===== src/rtl/reg_wb_queue.sv =====
// Write-back queue: buffers (addr, data) results in order and drains them to the register file write port.
// Latency: an entry pushed at edge N drives write_ctrl in cycle N+1; forwarding lookup is combinational.
// Backpressure: in_ready = !full (registered state only); drain stalls while drain_en is low.
// Optional macro WB_FWD_EN builds the forwarding comparators; without it look_hit/look_data are tied to 0.
module reg_wb_queue #(
  parameter int ADDR_WIDTH = 8,
  parameter int DATA_WIDTH = 8,
  parameter int DEPTH      = 4
) (
  input  logic                       clock,
  input  logic                       reset_n,
  input  logic                       in_valid,
  output logic                       in_ready,
  input  logic [ADDR_WIDTH-1:0]      in_addr,
  input  logic [DATA_WIDTH-1:0]      in_data,
  input  logic                       drain_en,
  output logic                       write_ctrl,
  output logic [ADDR_WIDTH-1:0]      write_addr,
  output logic [DATA_WIDTH-1:0]      write_data,
  output logic [$clog2(DEPTH):0]     count,
  output logic                       full,
  output logic                       empty,
  input  logic [ADDR_WIDTH-1:0]      look_addr,
  output logic                       look_hit,
  output logic [DATA_WIDTH-1:0]      look_data
);

  localparam int PW = $clog2(DEPTH);
  localparam int CW = PW + 1;

  logic [ADDR_WIDTH-1:0] r_addr_mem [DEPTH];
  logic [DATA_WIDTH-1:0] r_data_mem [DEPTH];
  logic [PW-1:0]         r_rd_ptr;
  logic [PW-1:0]         r_wr_ptr;
  logic [CW-1:0]         r_count;

  logic                  w_full;
  logic                  w_empty;
  logic                  w_push;
  logic                  w_pop;

  assign w_full     = (r_count == CW'(DEPTH));
  assign w_empty    = (r_count == '0);
  assign w_push     = in_valid & ~w_full;
  assign w_pop      = drain_en & ~w_empty;

  assign in_ready   = ~w_full;
  assign full       = w_full;
  assign empty      = w_empty;
  assign count      = r_count;
  assign write_ctrl = w_pop;
  assign write_addr = r_addr_mem[r_rd_ptr];
  assign write_data = r_data_mem[r_rd_ptr];

  // Entry storage: written at the tail on push, cleared on reset so outputs start at 0.
  always_ff @(posedge clock or negedge reset_n) begin
    if (!reset_n) begin
      for (int i = 0; i < DEPTH; i++) begin
        r_addr_mem[i] <= '0;
        r_data_mem[i] <= '0;
      end
    end else if (w_push) begin
      r_addr_mem[r_wr_ptr] <= in_addr;
      r_data_mem[r_wr_ptr] <= in_data;
    end
  end

  // Pointers wrap naturally since DEPTH is a power of two; count tracks occupancy.
  always_ff @(posedge clock or negedge reset_n) begin
    if (!reset_n) begin
      r_rd_ptr <= '0;
      r_wr_ptr <= '0;
      r_count  <= '0;
    end else begin
      if (w_push) r_wr_ptr <= r_wr_ptr + 1'b1;
      if (w_pop)  r_rd_ptr <= r_rd_ptr + 1'b1;
      case ({w_push, w_pop})
        2'b10:   r_count <= r_count + 1'b1;
        2'b01:   r_count <= r_count - 1'b1;
        default: r_count <= r_count;
      endcase
    end
  end

`ifdef WB_FWD_EN
  logic                  w_look_hit;
  logic [DATA_WIDTH-1:0] w_look_data;

  // Walk occupied entries oldest-to-newest so a later match overrides an earlier one.
  always_comb begin
    w_look_hit  = 1'b0;
    w_look_data = '0;
    for (int i = 0; i < DEPTH; i++) begin
      if ((CW'(i) < r_count) && (r_addr_mem[r_rd_ptr + PW'(i)] == look_addr)) begin
        w_look_hit  = 1'b1;
        w_look_data = r_data_mem[r_rd_ptr + PW'(i)];
      end
    end
  end

  assign look_hit  = w_look_hit;
  assign look_data = w_look_data;
`else
  logic w_look_unused;
  assign w_look_unused = ^look_addr;
  assign look_hit      = 1'b0;
  assign look_data     = '0;
`endif

endmodule


===== config.mk =====
export PLATFORM = sky130hd
export DESIGN_NAME = reg_wb_queue
export DESIGN_NICKNAME = d
export VERILOG_FILES = /design/src/rtl/reg_wb_queue.sv
export SDC_FILE = /design/constraint.sdc
export NUM_CORES = 1
export LEC_CHECK = 0
export CORE_MARGIN = 5
export CORE_UTILIZATION = 53
export CTS_BUF_LIST = sky130_fd_sc_hd__clkbuf_16
export DETAILED_ROUTE_END_ITERATION = 8
export PLACE_DENSITY_LB_ADDON = 0.3
export SLEW_MARGIN = 20
export SYNTH_ARGS = -nofsm -noshare
export SYNTH_HDL_FRONTEND = slang
export SYNTH_SLANG_ARGS = --single-unit

===== constraint.sdc =====
create_clock -name clock -period 2.7 [get_ports clock]
set_input_delay 0.405 -clock clock [delete_from_list [all_inputs] [get_ports clock]]
set_output_delay 0.405 -clock clock [all_outputs]
set_load 0.005 [all_outputs]

* Word level (Yosys, flattened, before mapping)
Index checks and enable logic that the tools add are counted.
Storage, ports and cells: bits of input ports 28, logic and storage cells 41, output and inout port bits 32, register bits after elaboration 71
Cells by class: add/subtract/negate cells 4, reduce and logical (&&, ||, !) cells 3, muxes and demuxes 11, equality and inequality tests 3, magnitude comparators 3, bitwise logic cells 6
Operators by type and width (count):
- 32-bit bitwise mux | 2
- 8-bit two-way mux | 5
- 8-bit binary-select mux with 2-bit select | 2
- 8-bit demux with 2-bit select | 1
- 3-bit greater-or-equal comparator (second input constant) | 2
- 2-bit inverter with 3-bit output | 2
- 3-bit one-hot mux with 2 select lines | 1
- 2-bit by 1-bit adder with 2-bit output (second input constant) | 2
- 3-bit by 1-bit adder with 3-bit output (second input constant) | 1
- 3-bit == test (second input constant) | 1
- 3-bit zero test | 1
- 3-bit by 1-bit < comparator with 1-bit output (second input constant) | 1
- 3-bit by 1-bit subtractor with 3-bit output (second input constant) | 1
- 1-bit bitwise AND | 2
- 2-bit by 1-bit == test with 1-bit output (second input constant) | 1
- 2-bit == test (second input constant) | 1
- 1-bit inverter | 2
- 2-bit nonzero test | 1
- 1-bit logical AND | 1

* Longest topological paths before layout
depth after elaboration 6, mapped depth 10, mapped depth without buffers 10

* Least setup slack after synthesis
OpenSTA, ideal clock, no wires.
kind reg-to-reg, start point register r_count[1], in the netlist count[1], end point register r_count[2], in the netlist count[2], buffers on the path 0, period minus slack after synthesis 1990 ps, slack 710 ps, stages on the path, launching flop included 11, arrival time 1911 ps, cell sequence dfrtp_1 -> inv_1 -> nand3_4 -> inv_8 -> nand2b_4 -> ha_1 -> inv_1 -> fa_1 -> xor2_1 -> nor2_1 -> xor2_1
On the way: cells in the longest elaborated chain, start to end 5, elaborated cells between the ends (all ways) 12
Ends and longest elaborated chain:
- from (decl) | RTL line 35 | logic [CW-1:0] r_count;
- from (signal assigned) | RTL line 78 | 2'b10: r_count <= r_count + 1'b1;
- from (signal assigned) | RTL line 79 | 2'b01: r_count <= r_count - 1'b1;
- from (signal assigned) | RTL line 80 | default: r_count <= r_count;
- 3-bit == test (*) | RTL line 42 | assign w_full = (r_count == CW'(DEPTH));
- 1-bit inverter (*)
- via in_ready | RTL line 13 | output logic in_ready,
- 1-bit bitwise AND (*) | RTL line 44 | assign w_push = in_valid & ~w_full;
- 2-bit by 1-bit == test with 1-bit output or 2-bit == test (tied branches) | RTL line 77 | case ({w_push, w_pop})
- 3-bit one-hot mux with 2 select lines or 2-bit nonzero test (tied branches)
Mark *: on every way through the listed nets, which the timed path passes. The rest lies on a longest branch. A chain may end at the register's enable or synchronous reset.

* Final worst setup path
start point register r_rd_ptr[1], end point output port write_addr[2]
On the way: cells in the longest elaborated chain, start to end 4
Ends and longest elaborated chain:
- from (decl) | RTL line 33 | logic [PW-1:0] r_rd_ptr;
- from (signal assigned) | RTL line 76 | if (w_pop) r_rd_ptr <= r_rd_ptr + 1'b1;
- 2-bit inverter with 3-bit output (implied by the code) | RTL line 52 | assign write_addr = r_addr_mem[r_rd_ptr];
- 8-bit binary-select mux with 2-bit select | RTL line 52
- 8-bit two-way mux (implied by the code) (2 in a row) | RTL line 52
- to (decl) | RTL line 18 | output logic [ADDR_WIDTH-1:0] write_addr,
Every way passes these cells. The select of a mux whose other input is x is not followed.

==> impl_metrics.json <==
{
  "status": "finished, final reports clean",
  "yosys.area_share.simple_pct": 3.946,
  "placeableCoreArea_mm2": 0.006422,
  "first_drt_iteration_drcs": 65,
  "yosysUniqueCellTypes": 23,
  "layout.nets": 283,
  "relSlewSlack_pct": 41.78,
  "post_synth_fa_ha_maj_area_fraction_pct": 2.346,
  "layout.cells.most_common": "sky130_fd_sc_hd__dfrtp_1",
  "skew_ps": 5.696,
  "combinational_family_with_the_most_area_after_synthesis": "multiplexers",
  "cts.path.max_buffers": 2,
  "max_freq_mhz": 396.3,
  "rsz0062_at_grt": "false",
  "yosys.area_share.xor_xnor_pct": 1.493,
  "die_height_um": 91.49,
  "reg2reg_depth": 10,
  "grt_antenna_before_repair": 0,
  "worstSetupPathDepth": 2,
  "finalWirelength_um": 6106,
  "maximum_number_of_pins_on_one_net_before_global_route_repair": 72,
  "gr-usage-met3_pct": 5.455,
  "layout.filler_cells": 466,
  "critical_path.reg2reg.startpoint": "count[1]",
  "min_period_ps": 2524,
  "worst-path-buf-inv": 1,
  "critPathTopFamily": "flip-flops",
  "cp_cell_sequence": "mux4_2, clkdlybuf4s50_1",
  "finalSetupViolCount": 0,
  "muxShareOfSynthArea_pct": 35.58,
  "avgSynthCellArea_um2": 17.34,
  "clkSlewWorstSetupHoldPaths_ps": 50,
  "worst_hold_path_type": "primary input to asynchronous set/reset pin",
  "number_of_antenna_diodes": 0,
  "power.static_leakage_nw": 1.819,
  "r2r_end": "count[2]",
  "number_of_global_route_vias_before_repair": 1976,
  "total_overflow_reported_by_the_global_router": 0,
  "vias": 1771,
  "place.port_buffers": 42,
  "cts.repair_timing.setup_buffer_count": 0,
  "cpMaxStageDelayCell": "sky130_fd_sc_hd__dfrtp_1",
  "route.antenna.remaining_nets": 0,
  "critPathCaptureType": "output pin",
  "hpwl_um": 3741,
  "drtPass1Iterations": 4,
  "ff2ff_setup_slack_ps": 600,
  "synthCells": 203,
  "final-instance-count-excl-fill": 330,
  "start_kind": "flip-flop",
  "hold_buffer_count_at_cts": 0,
  "yosysSeqAreaShare_pct": 50.48,
  "synthesis.yosys.warnings": 0,
  "grtUsageTotal_pct": 16.17,
  "required_arrival_time_at_the_worst_endpoint_ps": 2300,
  "die-width_um": 91.49,
  "powerDensity_mw_per_mm2": 1343,
  "clock-root-buffer": "sky130_fd_sc_hd__clkbuf_16",
  "clock_latency_ps": 320,
  "worstPathMaxFanout": 17,
  "clock_tree.htree_level_count": 3,
  "finalCritPeriodShare_pct": 93.47,
  "finalHoldViolations": 0,
  "use_met2_pct": 24.77,
  "crit_type": "flip-flop to output pin",
  "place.detailed.instances": 315,
  "via_per_inst": 5.367,
  "place.gp.congestion": 0.7206,
  "irDropWorstVdd_uv": 735.3,
  "pin_count": 60,
  "grt_pass1_wl_um": 10490,
  "post_detailed_route_wirelength_per_cell_um": 18.50,
  "groute.layer.met1.usage_pct": 21.72,
  "global_route.peak_usage_layer": "met2",
  "tritoncts": "done",
  "cts.sink_count": 71,
  "setup_total_negative_slack_ps": 0,
  "numCtsBuffers": 9,
  "timing.critical_path.slowest_cell_delay_ps": 900,
  "data_arrival_time_of_the_critical_path_ps": 2120,
  "synth_compound_gate_area_share_pct": 0.2844,
  "most-common-layout-cells": "71 x sky130_fd_sc_hd__dfrtp_1, 41 x sky130_fd_sc_hd__clkdlybuf4s50_1, 40 x sky130_fd_sc_hd__mux2_4",
  "max_slew.worst_pin.slew_ps": 873.3,
  "syn-cell-area_mm2": 0.003520,
  "detail_route.drc_violations": 0,
  "yosys_reg_bits": 71,
  "floorplan.initialDensity_pct": 54.80,
  "slew_violations": 0,
  "placement_rows": 29,
  "die_area_mm2": 0.008370,
  "max-cap-violations": 0,
  "area.growth.synth_to_final_pct": 19.20,
  "cts_resized": 0,
  "final_layout_size_suffix_gt1_share_pct": 41.50
}
sequential cells by signal, indices dropped and copies added, names as in the netlist:
name	count
r_wr_ptr	2
count	3
r_addr_mem	32
r_rd_ptr	2
r_data_mem	32
metrics by stage:
stage	hold WS, ps	utilization, %	area, µm²	setup WS [ps]	power (mW)
2_1_floorplan	109.4	-	3550	709.8	3.690
3_3_place_gp	484.5	60.98	3916	535.7	4.494
3_5_place_dp	489.5	60.98	3916	503.6	4.556
4_1_cts	322.0	65.32	4195	144.2	5.706
5_1_grt	357.9	65.32	4195	93.37	5.976
6_report	268.5	65.32	4195	176.4	5.636
routing by layer:
metal / wire length [µm] / share of wire [%]
met2: 2911 / 48
met1: 2820 / 46
met5: 0 / 0
met4: 78 / 1.3
met3: 295 / 4.8
cells in the mapped netlist, drive strengths merged:
library cell | n | area [µm²]
nand2b | 1 | 13.76
o31a | 1 | 10.01
xor2 | 3 | 26.28
conb | 1 | 3.750
nor3 | 1 | 5.000
xnor2 | 3 | 26.28
mux4 | 16 | 360.4
ha | 5 | 62.56
nand2 | 5 | 18.77
inv | 6 | 30.02
mux2 | 65 | 882.1
fa | 1 | 20.02
nand3 | 1 | 17.52
mux2i | 1 | 10.01
dfrtp | 71 | 1777
buf | 17 | 172.7
nor2 | 5 | 83.83
worst reg2reg max path: stages (launching register included):
cell and delay (ps):
sky130_fd_sc_hd__dfrtp_1 410, sky130_fd_sc_hd__inv_1 160, sky130_fd_sc_hd__nand3_4 120, sky130_fd_sc_hd__inv_8 140
sky130_fd_sc_hd__nand2b_4 160, sky130_fd_sc_hd__ha_1 180, sky130_fd_sc_hd__inv_1 60, sky130_fd_sc_hd__fa_1 370
sky130_fd_sc_hd__xor2_1 150, sky130_fd_sc_hd__nor2_1 120, sky130_fd_sc_hd__xor2_1 160
worst max path at each step:
stage	end	startpoint
after floorplan	count[2]	count[1]
after detailed placement	count[2]	in_valid
after global placement	write_data[7]	r_rd_ptr[1]
final	write_addr[2]	r_rd_ptr[1]
after CTS	write_data[6]	r_rd_ptr[1]
after global routing	write_addr[2]	r_rd_ptr[1]
cell type report:
| type | count | area (µm²) | share of cell area, % |
|---|---|---|---|
| multi-input combinational | 117 | 1570 | 37.43 |
| timing repair buffer | 44 | 442.9 | 10.56 |
| inverter | 6 | 30.03 | 0.7158 |
| tap | 77 | 96.34 | 2.296 |
| clock buffer | 9 | 225.2 | 5.368 |
| sequential | 71 | 1777 | 42.35 |
| clock inverter | 6 | 53.80 | 1.282 |
cell families (layout without fill, tap and decap cells):
| group | Yosys count | in the layout |
|---|---|---|
| fa+ha+maj | 6 | 6 |
| flops | 71 | 71 |
| xor+xnor | 6 | 6 |
| simple gates | 13 | 13 |
| buf+inv | 23 | 65 |
| mux | 82 | 82 |
| other cells | 1 | 9 |
| compound gates | 1 | 1 |
report_power, final:
| part | switching (mW) | internal [mW] | leakage, nW |
|---|---|---|---|
| registers | 0.395 | 1.62 | 0.840 |
| clock network | 0.412 | 0.698 | 0.138 |
| logic | 0.788 | 1.72 | 0.841 |
| total | 1.59 | 4.04 | 1.82 |
No activity file was read; power rests on OpenSTA's default activity.
